[src/rtl/crypt_pkg.sv]
// Shared types, constants and helpers for the program-1 encryption sequencer.
package crypt_pkg;

  // Memory map of the job
  localparam logic [7:0] PRE_ADDR  = 8'd41;
  localparam logic [7:0] TAP_ADDR  = 8'd42;
  localparam logic [7:0] SEED_ADDR = 8'd43;
  localparam logic [7:0] OUT_BASE  = 8'd64;
  localparam logic [7:0] OUT_LEN   = 8'd64;
  localparam logic [8:0] MSG_LEN   = 9'd41;
  localparam logic [7:0] PAD_CHAR  = 8'h20;

  typedef enum logic [2:0] {
    ST_P0   = 3'd0,
    ST_P1   = 3'd1,
    ST_P2   = 3'd2,
    ST_P3   = 3'd3,
    ST_B_RD = 3'd4,
    ST_B_WR = 3'd5,
    ST_DONE = 3'd6
  } state_t;

  // Fibonacci step: shift left, feed back the parity of the tapped bits.
  function automatic logic [7:0] lfsr_next(input logic [7:0] state, input logic [7:0] tap);
    return {state[6:0], ^(state & tap)};
  endfunction

  // Stream position is padding when it precedes the preamble end or lies past
  // the message; the subtraction is done in 9 bits so large pre never wraps.
  function automatic logic is_pad(input logic [7:0] idx, input logic [7:0] pre);
    logic [8:0] off;
    off = {1'b0, idx} - {1'b0, pre};
    return (idx < pre) || (off >= MSG_LEN);
  endfunction

endpackage

[src/rtl/crypt_seq_ctrl_if.sv]
// Data-memory port shared between the sequencer (master) and the memory (slave).
interface crypt_seq_ctrl_if;
  logic [7:0] mem_addr;
  logic       mem_rd_en;
  logic [7:0] mem_rdata;
  logic       mem_wr_en;
  logic [7:0] mem_wdata;

  modport master (
    output mem_addr, mem_rd_en, mem_wr_en, mem_wdata,
    input  mem_rdata
  );

  modport slave (
    input  mem_addr, mem_rd_en, mem_wr_en, mem_wdata,
    output mem_rdata
  );
endinterface

[src/rtl/lfsr8.sv]
// 8-bit Fibonacci LFSR with seed load and step enable.
module lfsr8
  import crypt_pkg::*;
(
  input  logic       clk,
  input  logic       rst,
  input  logic       i_load,
  input  logic [7:0] i_seed,
  input  logic       i_step,
  input  logic [7:0] i_tap,
  output logic [7:0] o_q
);

  logic [7:0] r_q;

  // State register: clear on reset, load has priority over stepping.
  always_ff @(posedge clk) begin
    if (rst) begin
      r_q <= 8'h00;
    end else if (i_load) begin
      r_q <= i_seed;
    end else if (i_step) begin
      r_q <= lfsr_next(r_q, i_tap);
    end else begin
      r_q <= r_q;
    end
  end

  assign o_q = r_q;

endmodule

[src/rtl/crypt_seq_ctrl.sv]
// Program-1 encryption sequencer: fetches parameters, streams the padded
// message through the LFSR keystream and writes 64 ciphertext bytes.
module crypt_seq_ctrl
  import crypt_pkg::*;
(
  input  logic              clk,
  input  logic              init,
  crypt_seq_ctrl_if.master  mem,
  output logic              done
);

  state_t     r_state;
  logic [7:0] r_pre;
  logic [7:0] r_tap;
  logic [7:0] r_idx;
  logic       r_done;

  logic [7:0] w_lfsr;
  logic       w_pad;
  logic       w_rd;
  logic       w_wr;
  logic [7:0] w_addr;
  logic [7:0] w_wdata;

  assign w_pad = is_pad(r_idx, r_pre);

  // Keystream generator: seeded in P3, advanced once per written byte.
  lfsr8 u_lfsr (
    .clk    (clk),
    .rst    (init),
    .i_load (r_state == ST_P3),
    .i_seed (mem.mem_rdata),
    .i_step (r_state == ST_B_WR),
    .i_tap  (r_tap),
    .o_q    (w_lfsr)
  );

  // Sequencer FSM: parameter fetch, then alternating read/write per byte.
  always_ff @(posedge clk) begin
    if (init) begin
      r_state <= ST_P0;
      r_pre   <= 8'h00;
      r_tap   <= 8'h00;
      r_idx   <= 8'h00;
      r_done  <= 1'b0;
    end else begin
      case (r_state)
        ST_P0: r_state <= ST_P1;
        ST_P1: begin
          r_pre   <= mem.mem_rdata;
          r_state <= ST_P2;
        end
        ST_P2: begin
          r_tap   <= mem.mem_rdata;
          r_state <= ST_P3;
        end
        ST_P3: begin
          r_idx   <= 8'h00;
          r_state <= ST_B_RD;
        end
        ST_B_RD: r_state <= ST_B_WR;
        ST_B_WR: begin
          r_idx <= r_idx + 8'd1;
          if (r_idx == (OUT_LEN - 8'd1)) begin
            r_state <= ST_DONE;
            r_done  <= 1'b1;
          end else begin
            r_state <= ST_B_RD;
          end
        end
        ST_DONE: r_done <= 1'b1;
        default: begin
          r_state <= ST_P0;
          r_done  <= 1'b0;
        end
      endcase
    end
  end

  // Memory port decode from the current state and stream index.
  always_comb begin
    w_rd    = 1'b0;
    w_wr    = 1'b0;
    w_addr  = 8'h00;
    w_wdata = 8'h00;
    case (r_state)
      ST_P0: begin
        w_rd   = 1'b1;
        w_addr = PRE_ADDR;
      end
      ST_P1: begin
        w_rd   = 1'b1;
        w_addr = TAP_ADDR;
      end
      ST_P2: begin
        w_rd   = 1'b1;
        w_addr = SEED_ADDR;
      end
      ST_B_RD: begin
        w_rd   = ~w_pad;
        w_addr = r_idx - r_pre;
      end
      ST_B_WR: begin
        w_wr    = 1'b1;
        w_addr  = OUT_BASE + r_idx;
        w_wdata = (w_pad ? PAD_CHAR : mem.mem_rdata) ^ w_lfsr;
      end
      default: begin
        w_rd = 1'b0;
      end
    endcase
  end

  // No memory traffic at all while init is held, even mid-job.
  assign mem.mem_rd_en = w_rd & ~init;
  assign mem.mem_wr_en = w_wr & ~init;
  assign mem.mem_addr  = init ? 8'h00 : w_addr;
  assign mem.mem_wdata = init ? 8'h00 : w_wdata;
  assign done          = r_done;

endmodule

[src/flat_wrapper.sv]
// flat-port wrapper written by rule: the top's interface ports become plain ports
module crypt_seq_ctrl_flat import crypt_pkg::*;
  (clk, init, done, mem_mem_addr, mem_mem_rd_en, mem_mem_wr_en, mem_mem_wdata, mem_mem_rdata);
  crypt_seq_ctrl_if mem_i ();
  input  logic clk;
  input  logic init;
  output logic done;
  output wire logic [$bits(mem_i.mem_addr)-1:0] mem_mem_addr;
  output wire logic [$bits(mem_i.mem_rd_en)-1:0] mem_mem_rd_en;
  output wire logic [$bits(mem_i.mem_wr_en)-1:0] mem_mem_wr_en;
  output wire logic [$bits(mem_i.mem_wdata)-1:0] mem_mem_wdata;
  input wire logic [$bits(mem_i.mem_rdata)-1:0] mem_mem_rdata;
  assign mem_mem_addr = mem_i.mem_addr;
  assign mem_mem_rd_en = mem_i.mem_rd_en;
  assign mem_mem_wr_en = mem_i.mem_wr_en;
  assign mem_mem_wdata = mem_i.mem_wdata;
  assign mem_i.mem_rdata = mem_mem_rdata;
  crypt_seq_ctrl u_core (.clk(clk), .init(init), .mem(mem_i), .done(done));
endmodule
[config.mk]
export PLATFORM = sky130hd
export DESIGN_NAME = crypt_seq_ctrl_flat
export DESIGN_NICKNAME = d
export VERILOG_FILES = /design/src/rtl/crypt_pkg.sv /design/src/rtl/crypt_seq_ctrl_if.sv /design/src/rtl/lfsr8.sv /design/src/rtl/crypt_seq_ctrl.sv /design/src/flat_wrapper.sv
export SDC_FILE = /design/constraint.sdc
export NUM_CORES = 1
export LEC_CHECK = 0
export ABC_CLOCK_PERIOD_IN_PS = 3500
export CORE_MARGIN = 2
export CORE_UTILIZATION = 54
export DETAILED_ROUTE_END_ITERATION = 8
export PLACE_DENSITY = 0.78
export SLEW_MARGIN = 25
export SYNTH_ARGS = -nofsm -noshare
export SYNTH_HDL_FRONTEND = slang
export SYNTH_SLANG_ARGS = --single-unit
export TNS_END_PERCENT = 5
[constraint.sdc]
create_clock -name clk -period 3.5 [get_ports clk]
set_input_delay 0.7 -clock clk [delete_from_list [all_inputs] [get_ports clk]]
set_output_delay 0.7 -clock clk [all_outputs]
set_load 0.01 [all_outputs]
==> flow_summary.ini <==
[sta]
fin_setup_tns_ns = 0
worst_pin_slew_ns = 0.958
finClkSkew_ns = 0.0102
slew_headroom = 0.359
post-route-min-period_ns = 3.42
setup_violations = 0
max_freq_ghz = 0.292
period_share = 0.979
finalHoldViolCount = 0
setup_slack_ns = 0.0752
drv_slew = 0
rsz0062_at_grt = yes
whs_ns = 0.481

[cells_and_area]
fin_nets = 376
final_cell_mix = nand2_1 (52), nor2_1 (42), dfxtp_1 (34)
drive_gt1_frac = 0.171
final_area_um2 = 2980
antennaDiodeCount = 0
mostFrequentLayoutCell = nand2_1
syn_to_final_growth_pct = 21.8

[place]
globalplace.congestion = 0.843
place_ws_ns = -0.0854
placed_cell_area_um2 = 2850
numPortBuffers = 28
hpwlAfterDp_um = 4710

[global_route]
grtUsageMet1 = 0.389
busiest_layer = met2
grt_pass1_vias = 2318
gr-total-overflow = 0
grt_max_degree = 20
gr-usage-met2 = 0.430
grt_util_all_layers = 0.282
antenna_found_initial = 0
met3_usage = 0.0591
grt_pass1_wl_um = 11400

[drt]
wirelength_um = 6840
vias = 2505
firstDrtPassIters = 5
drcViolationCount = 0
detail_route.wl_per_cell_um = 16.8
ant_nets = 0
dr.first_iter.drc_count = 239
avgViaCountPerCell = 6.14

[pwr]
power.share.clock = 0.323
vdd.ir_drop.worst_v = 0.000216
fin_total_pwr_mw = 1.16
power.leakage_nw = 1.12
p_seq_frac = 0.382
combPwrFrac = 0.294
p_int_mw = 0.788
swShare = 0.323
switching_power_mw = 0.375
powerDensity_nw_per_um2 = 391

[clock_tree]
clockBufferDepth = 2
htree_levels = 2
cts_hold_buf = 0
cts_buffers = 5
clk_pin_slew_ns = 0.08
cts_root_buf = clkbuf_8
cts_tree = done
clock_latency_ns = 0.30
cts_sinks = 36

[flow_run]
max-cap-violations = 0

[floorplanning]
die_area_um2 = 5080
coreArea_um2 = 4350
die_x_um = 71.3
row_count = 24
io_pins = 29
die_h_um = 71.3
start_util = 0.561

[min_path]
min_from = u_core.r_tap[0]
hold_path.class = reg2reg
hold_end = u_core.r_tap[0]
hold_depth = 2

[worst_setup_path]
start_kind = flip-flop
critPathMaxStageDelay_ns = 0.41
path_max_fanout = 8
crit_type = reg2out
cpMaxStageDelayCell = ha_2
crit_path_end_kind = output port
timing.rr.start = u_core.r_state[1]
crit_chain = inv_1 -> ha_2 -> inv_2 -> a311o_1 -> a311oi_4 -> buf_6 -> buf_16 -> nand2_1 -> a211oi_2 -> mux2i_1 -> buf_2
reg2reg_to = u_core.r_idx[3]
critical_path_depth = 11
ff2ff_setup_slack_ns = 1.18
cp.required_ns = 2.80
crit_family = compound AO/OA/AOI/OAI gates
worstPathArrival_ns = 2.72
crit_buf_inv = 5
r2r_cells = 6

[logic_synthesis]
ys.flop_type = dfxtp_1
synthArstFlopShare = 0
synthTopCellsByArea = dfxtp_1 (29%), nand2_1 (8.1%), mux2i_1 (7.4%)
synth_cell_type_count = 42
ys_ff_latch = 36
yosysSeqAreaShare = 0.295
synth_edf_count = 0
netlist.top_cell.by_area = dfxtp_1
syn_area_per_cell_um2 = 7.69
synth_cells = 318
syn-num-nets = 339
yosysWarningCount = 0
syn_area_um2 = 2440
yosys.area.top_type_share = 0.295

[run_status]
outcome = finished, final reports clean
[routing by layer]
layer	wire length, um	share of wire	up-vias
li1	-	-	1189
met1	3000	0.44	1164
met4	177	0.026	0
met2	3100	0.45	137
met5	0	0	-
met3	564	0.082	15
[cells by family (layout without fill, tap and decap cells)]
| family | after synthesis | after routing | synth area share |
|---|---|---|---|
| compound gates | 86 | 86 | 0.255 |
| xor+xnor | 10 | 10 | 0.0358 |
| fa+ha+maj | 11 | 11 | 0.0594 |
| buf+inv | 32 | 70 | 0.0594 |
| flops | 36 | 36 | 0.295 |
| mux | 18 | 18 | 0.0737 |
| simple gates | 125 | 125 | 0.222 |
[cell usage after synthesis (all sizes together) (6+ instances only)]
| cell type | n |
|---|---|
| nand3 | 6 |
| a211oi | 13 |
| o21ai | 12 |
| nor2 | 43 |
| nand2 | 53 |
| xnor2 | 8 |
| clkbuf | 16 |
| mux2i | 18 |
| inv | 14 |
| ha | 10 |
| a22oi | 11 |
| dfxtp | 36 |
| a21oi | 32 |
| or3 | 10 |
[registers in the layout (all words and copies together), names as in the netlist]
| name | flops |
|---|---|
| u_core.r_pre | 8 |
| u_core.done | 1 |
| u_core.u_lfsr.o_q | 8 |
| u_core.r_state | 3 |
| u_core.r_idx | 8 |
| u_core.r_tap | 8 |
[timing repair]
item                       CTS  global route
gates cloned                 1             0
pin swaps                    3             5
setup endpoints to repair   10             9
resized for setup           36            14
setup buffers                1             0
[final cells by class]
cell class                      count  area (um2)
Clock inverter                      3        42.5
Clock buffer                        5        68.8
Tap cell                           52        65.1
Sequential cell                    36         723
Timing Repair Buffer               48         420
Multi-Input combinational cell    250        1610
Fill cell                         352        1380
Inverter                           14        52.6
[worst reg2reg max path, cell delays in order (launching register included)]
cell and delay, ns:
dfxtp_1 0.58, nand2b_1 0.25, nor2_1 0.09, buf_4 0.19, nor2_1 0.75, a21oi_1 0.11
a211oi_1 0.26
[power groups by stage]
stage,clock [mW],sequential [mW],combinational [mW]
2_1_floorplan,0,0.443,0.231
3_3_place_gp,0,0.452,0.299
3_5_place_dp,0,0.453,0.303
4_1_cts,0.372,0.444,0.337
5_1_grt,0.399,0.448,0.368
6_report,0.376,0.445,0.342
[per-stage QoR]
| step | instances | util |
|---|---|---|
| 6_report | 408 | 0.684 |
| 3_5_place_dp | 398 | 0.653 |
| 5_1_grt | 408 | 0.684 |
| 4_1_cts | 408 | 0.686 |
| 3_3_place_gp | 398 | 0.653 |
| 2_1_floorplan | 318 | - |
[worst max-delay path by stage]
stage / startpoint / endpoint / slack (ns)
after floorplan: u_core.r_idx[0] / mem_mem_wdata[0] / 0.41
after global placement: u_core.r_idx[0] / mem_mem_wdata[3] / -0.04
after detailed placement: u_core.r_idx[0] / mem_mem_wdata[0] / -0.09
after CTS: u_core.r_idx[0] / mem_mem_wdata[7] / 0.006
after global routing: u_core.r_idx[0] / mem_mem_wdata[4] / -0.04
final: u_core.r_pre[6] / mem_mem_wdata[4] / 0.08
(Power assumes the default switching activity.)
==> RTL edit 1 (config.mk and constraints unchanged) <==
Put one more register stage on the output `done`. The value now appears one clock later. The other outputs are not delayed to match.
--- a/src/rtl/crypt_seq_ctrl.sv
+++ b/src/rtl/crypt_seq_ctrl.sv
@@ -118,3 +118,5 @@
   assign mem.mem_wdata = init ? 8'h00 : w_wdata;
-  assign done          = r_done;
+  always_ff @(posedge clk) begin
+    done <= r_done;
+  end
 
Behaviour: no difference found for any inputs over 10 cycles, from zero or initial values; that may be too few to reach the edited logic, so the function may still have changed.
==> RTL edit 1 against the unedited design <==
- sequential cell count is 1 higher
- setup slack better by 0.061 ns
- sequential share of layout area is 0.82 points higher
- power is 7.2% lower
- critical path depth is 1 higher
- via count is 3.9% lower
- routed wire length is 5.2% lower
- count of clock-buffer cells in the layout is 2 higher
- synthesized area is 0.82% higher
- non-clock buffer count stayed put
- worst hold slack worse by 0.12 ns
- cell area is 0.92% lower
==> RTL edit 1: results (changes against the unedited design) <==
Parameter                              Value

Route
  Met2 layer wire length in the routed design    2999 um (was 3098 um)
  Via Count    2408 (was 2505)
  Number of vias per cell    5.902 (was 6.140)
  Wirelength per Cell    15.89 um (was 16.76 um)

Global route
  Global router's overall resource usage    0.2609 (was 0.2820)
  GR Util met2    0.4105 (was 0.4300)
  Pin count of the biggest net entering global routing    39 (was 20)

Yosys
  Synthesized-area fraction occupied by xor and xnor cells    0.03553 (was 0.03582)
  Number of storage elements in the synthesis netlist    37 (was 36)
  Number of instances in the synthesized netlist    319 (was 318)
  Syn Nets    340 (was 339)
  Sequential-to-total area share from yosys stat    0.3005 (was 0.2948)
  Multiplexer share of the synthesized area    0.07310 (was 0.07369)
  Post-synthesis adder-cell area fraction    0.05888 (was 0.05937)

Placed design
  DP HPWL    4668 um (was 4707 um)
  Instance area at placement    0.002893 mm2 (was 0.002845 mm2)
  RePlAce Congestion    0.9444 (was 0.8433)
  Worst slack at placement    -0.09318 ns (was -0.08539 ns)

Finish
  Layout cell share with drive strength beyond 1    0.1489 (was 0.1713)
  Clock buffer count    7 (was 5)
  Register share of the cell area    0.2511 (was 0.2429)
  Final-layout fill cell count    376 (was 352)
  Fraction of area in multi-input gates    0.5411 (was 0.5391)

Critical path
  Worst Path Max Fanout    10 (was 8)

Status
  Run status    finished, final reports clean (unchanged)

Pwr
  Clk power    0.304 mW (was 0.376 mW)
  Total combinational power    0.324 mW (was 0.342 mW)

Timing
  Clock skew    0.008733 ns (was 0.01021 ns)
  Pin slew with the least headroom to its limit    0.6942 ns (was 0.9583 ns)

CTS
  CTS resizes    30 (was 36)
[RTL edit 1: changes by cell type after synthesis, sizes merged]
cell / delta
dfxtp: +1
[RTL edit 1: final timing paths]
kind         cells past startpoint         startpoint  slack, ns                to
max                             12    u_core.r_idx[0]       0.14  mem_mem_wdata[4]
min                              0      u_core.r_done       0.36       u_core.done
max reg2reg                      8  u_core.r_state[1]       1.23   u_core.r_idx[3]
min reg2reg                      0      u_core.r_done       0.36       u_core.done
[RTL edit 1: per-stage QoR]
| stage | power (mW) | utilization | hold WS (ns) |
|---|---|---|---|
| after global placement | 0.7655 | 0.6598 | 0.3448 |
| after CTS | 1.074 | 0.6789 | 0.3633 |
| after floorplan | 0.6863 | - | 0.3316 |
| after detailed placement | 0.7737 | 0.6598 | 0.3483 |
| after global routing | 1.126 | 0.6729 | 0.3717 |
| final | 1.079 | 0.6729 | 0.3605 |
==> RTL edit 2 (same flow settings) <==
Without the edit above. Set the package constant `OUT_LEN` to 8'd48 (it was 8'd64).
--- a/src/rtl/crypt_pkg.sv
+++ b/src/rtl/crypt_pkg.sv
@@ -8,3 +8,3 @@
   localparam logic [7:0] OUT_BASE  = 8'd64;
-  localparam logic [7:0] OUT_LEN   = 8'd64;
+  localparam logic [7:0] OUT_LEN   = 8'd48;
   localparam logic [8:0] MSG_LEN   = 9'd41;
Check against the original RTL: no difference found for any inputs over 10 cycles, from zero or initial values; that may be too few to reach the edited logic, so the function may still have changed.
==> RTL edit 2 against the unedited design <==
- routed wire length down 4.7%
- cell area decreased by 0.50%
- non-clock buffer count fell by 2
- core utilization is 0.81 points lower
- final cell count did not move
- power is 9.2% lower
- synthesized area increased by 1.1%
- setup slack better by 0.0096 ns
- clock power is 26% lower
- sequential cell count unchanged
- clock skew shrank 0.0012 ns
- critical path type unchanged
- largest cell class unchanged
- highest routed layer unchanged
==> RTL edit 2: results (changes against the unedited design) <==
Parameter                              Value

CTS
  Clock transition at path regs    0.07 ns
  CTS resizes    31 (was 36)
  Root Driver    sky130_fd_sc_hd__clkbuf_8 (unchanged)
  Clock latency at the later pin of the worst-skew pair    0.29 ns

Pwr
  Share of total power consumed by net switching    0.3261 (was 0.3226)
  Worst ir drop on vdd    0.2598 mV (was 0.2158 mV)
  Static Leakage    1.083 nW (was 1.118 nW)

Yosys
  Fraction of synthesis flops using an asynchronous set or reset pin    0 (unchanged)
  Top cells by count, synth    sky130_fd_sc_hd__nand2_1, sky130_fd_sc_hd__nor2_1, sky130_fd_sc_hd__dfxtp_1 (unchanged)
  Sequential-to-total area share from yosys stat    0.2916 (was 0.2948)
  Distinct cell type count of the synthesized netlist    50 (was 42)
  Most area-consuming cells after synthesis    sky130_fd_sc_hd__dfxtp_1, sky130_fd_sc_hd__nand2_1, sky130_fd_sc_hd__mux2i_1, sky130_fd_sc_hd__a21oi_1, sky130_fd_sc_hd__nor2_1 (was sky130_fd_sc_hd__dfxtp_1, sky130_fd_sc_hd__nand2_1, sky130_fd_sc_hd__mux2i_1, sky130_fd_sc_hd__nor2_1, sky130_fd_sc_hd__a21oi_1)
  Syn Nets    342 (was 339)

Placed design
  RePlAce Congestion    0.8726 (was 0.8433)
  Instance area at placement    0.002851 mm2 (was 0.002845 mm2)
  Worst slack at placement    -0.06586 ns (was -0.08539 ns)
  Input/output buffers    28 (unchanged)
  DP HPWL    4708 um (was 4707 um)

Status
  Run status    finished, final reports clean (unchanged)

Global route
  Wire length of the first global-routing pass    10610 um (was 11360 um)
  Global router's overall resource usage    0.2633 (was 0.2820)
  Pin count of the biggest net entering global routing    23 (was 20)
  Vias in the first global route    2224 (was 2318)

Route
  Number of DRC markers in iteration 0    210 (was 239)
  Via Count    2450 (was 2505)
  Wirelength per Cell    15.98 um (was 16.76 um)

Critical path
  Launching instance or port of the critical path    u_core.r_idx[0] (was u_core.r_pre[6])
  Worst path slowest cell    sky130_fd_sc_hd__fa_2 (was sky130_fd_sc_hd__ha_2)
  Worst Path Max Fanout    5 (was 8)
  Critical R2R Capture    u_core.r_idx[2] (was u_core.r_idx[3])
  Largest incremental delay on the critical path    0.36 ns (was 0.41 ns)

Finish
  Layout cell share with drive strength beyond 1    0.1629 (was 0.1713)
  Total number of nets in the final design    377 (was 376)
  Final-layout fill cell count    365 (was 352)

Timing
  Maximum clock frequency    292.8 MHz (was 292.0 MHz)
  Clock skew    0.009036 ns (was 0.01021 ns)
  Worst relative slew slack    0.3156 (was 0.3587)

Worst hold path
  Startpoint of the most critical hold path    u_core.r_tap[2] (was u_core.r_tap[0])
  Endpoint with the worst hold slack    u_core.r_tap[2] (was u_core.r_tap[0])
-- RTL edit 2: cell count changes after synthesis, sizes merged, moves of 2 or more --
cell / before / now
nand4: 0 / 2
nand3: 6 / 4
nand2b: 4 / 6
clkbuf: 16 / 12
nor2: 43 / 40
or3: 10 / 8
a41oi: 2 / 0
buf: 2 / 6
a211oi: 13 / 11
a311oi: 3 / 1
inv: 14 / 12
a21oi: 32 / 35
-- RTL edit 2: final cells by class --
type	count	area share
inverters	12	0.01520
multi-input cells	255	0.5570
repair buffers	46	0.1356
clock buffers	6	0.02449
flip-flops and latches	36	0.2441
clock inverters	1	0.001689
well taps	52	0.02196
-- RTL edit 2: logic make-up after synthesis --
kind of cell,share of synthesized area
buffers and inverters,0.05266
DFF,0.2916
xor gates and xnor gates,0.03899
adders and majority gates,0.05873
muxes,0.07747
and+or+nand+nor,0.2339
AOI/OAI and AO/OA,0.2466
-- RTL edit 2: per-stage QoR --
step                std cells  hold slack [ns]  TNS, ns  utilization
floorplan                 321           0.4538        0            -
detailed placement        399           0.4699  -0.4605       0.6504
global route              408           0.5161  -0.2805       0.6758
global placement          399           0.4628  -0.1812       0.6504
CTS                       407           0.4800  -0.3189       0.6670
finish                    408           0.4781        0       0.6758
-- RTL edit 2: power groups by stage --
stage	logic [mW]	clock network (mW)	registers, mW
final	0.342	0.278	0.437
after global routing	0.369	0.301	0.439
after CTS	0.309	0.284	0.436
after detailed placement	0.301	0	0.446
after global placement	0.296	0	0.445
after floorplan	0.224	0	0.443
-- RTL edit 2: metal layers --
layer / GRT usage / part of all wire / vias up
met1: 0.3538 / 0.44 / 1148
met3: 0.05063 / 0.070 / 14
met2: 0.4156 / 0.47 / 99
met4: 0.1048 / 0.020 / 0
li1: - / - / 1189
met5: 0 / 0 / -
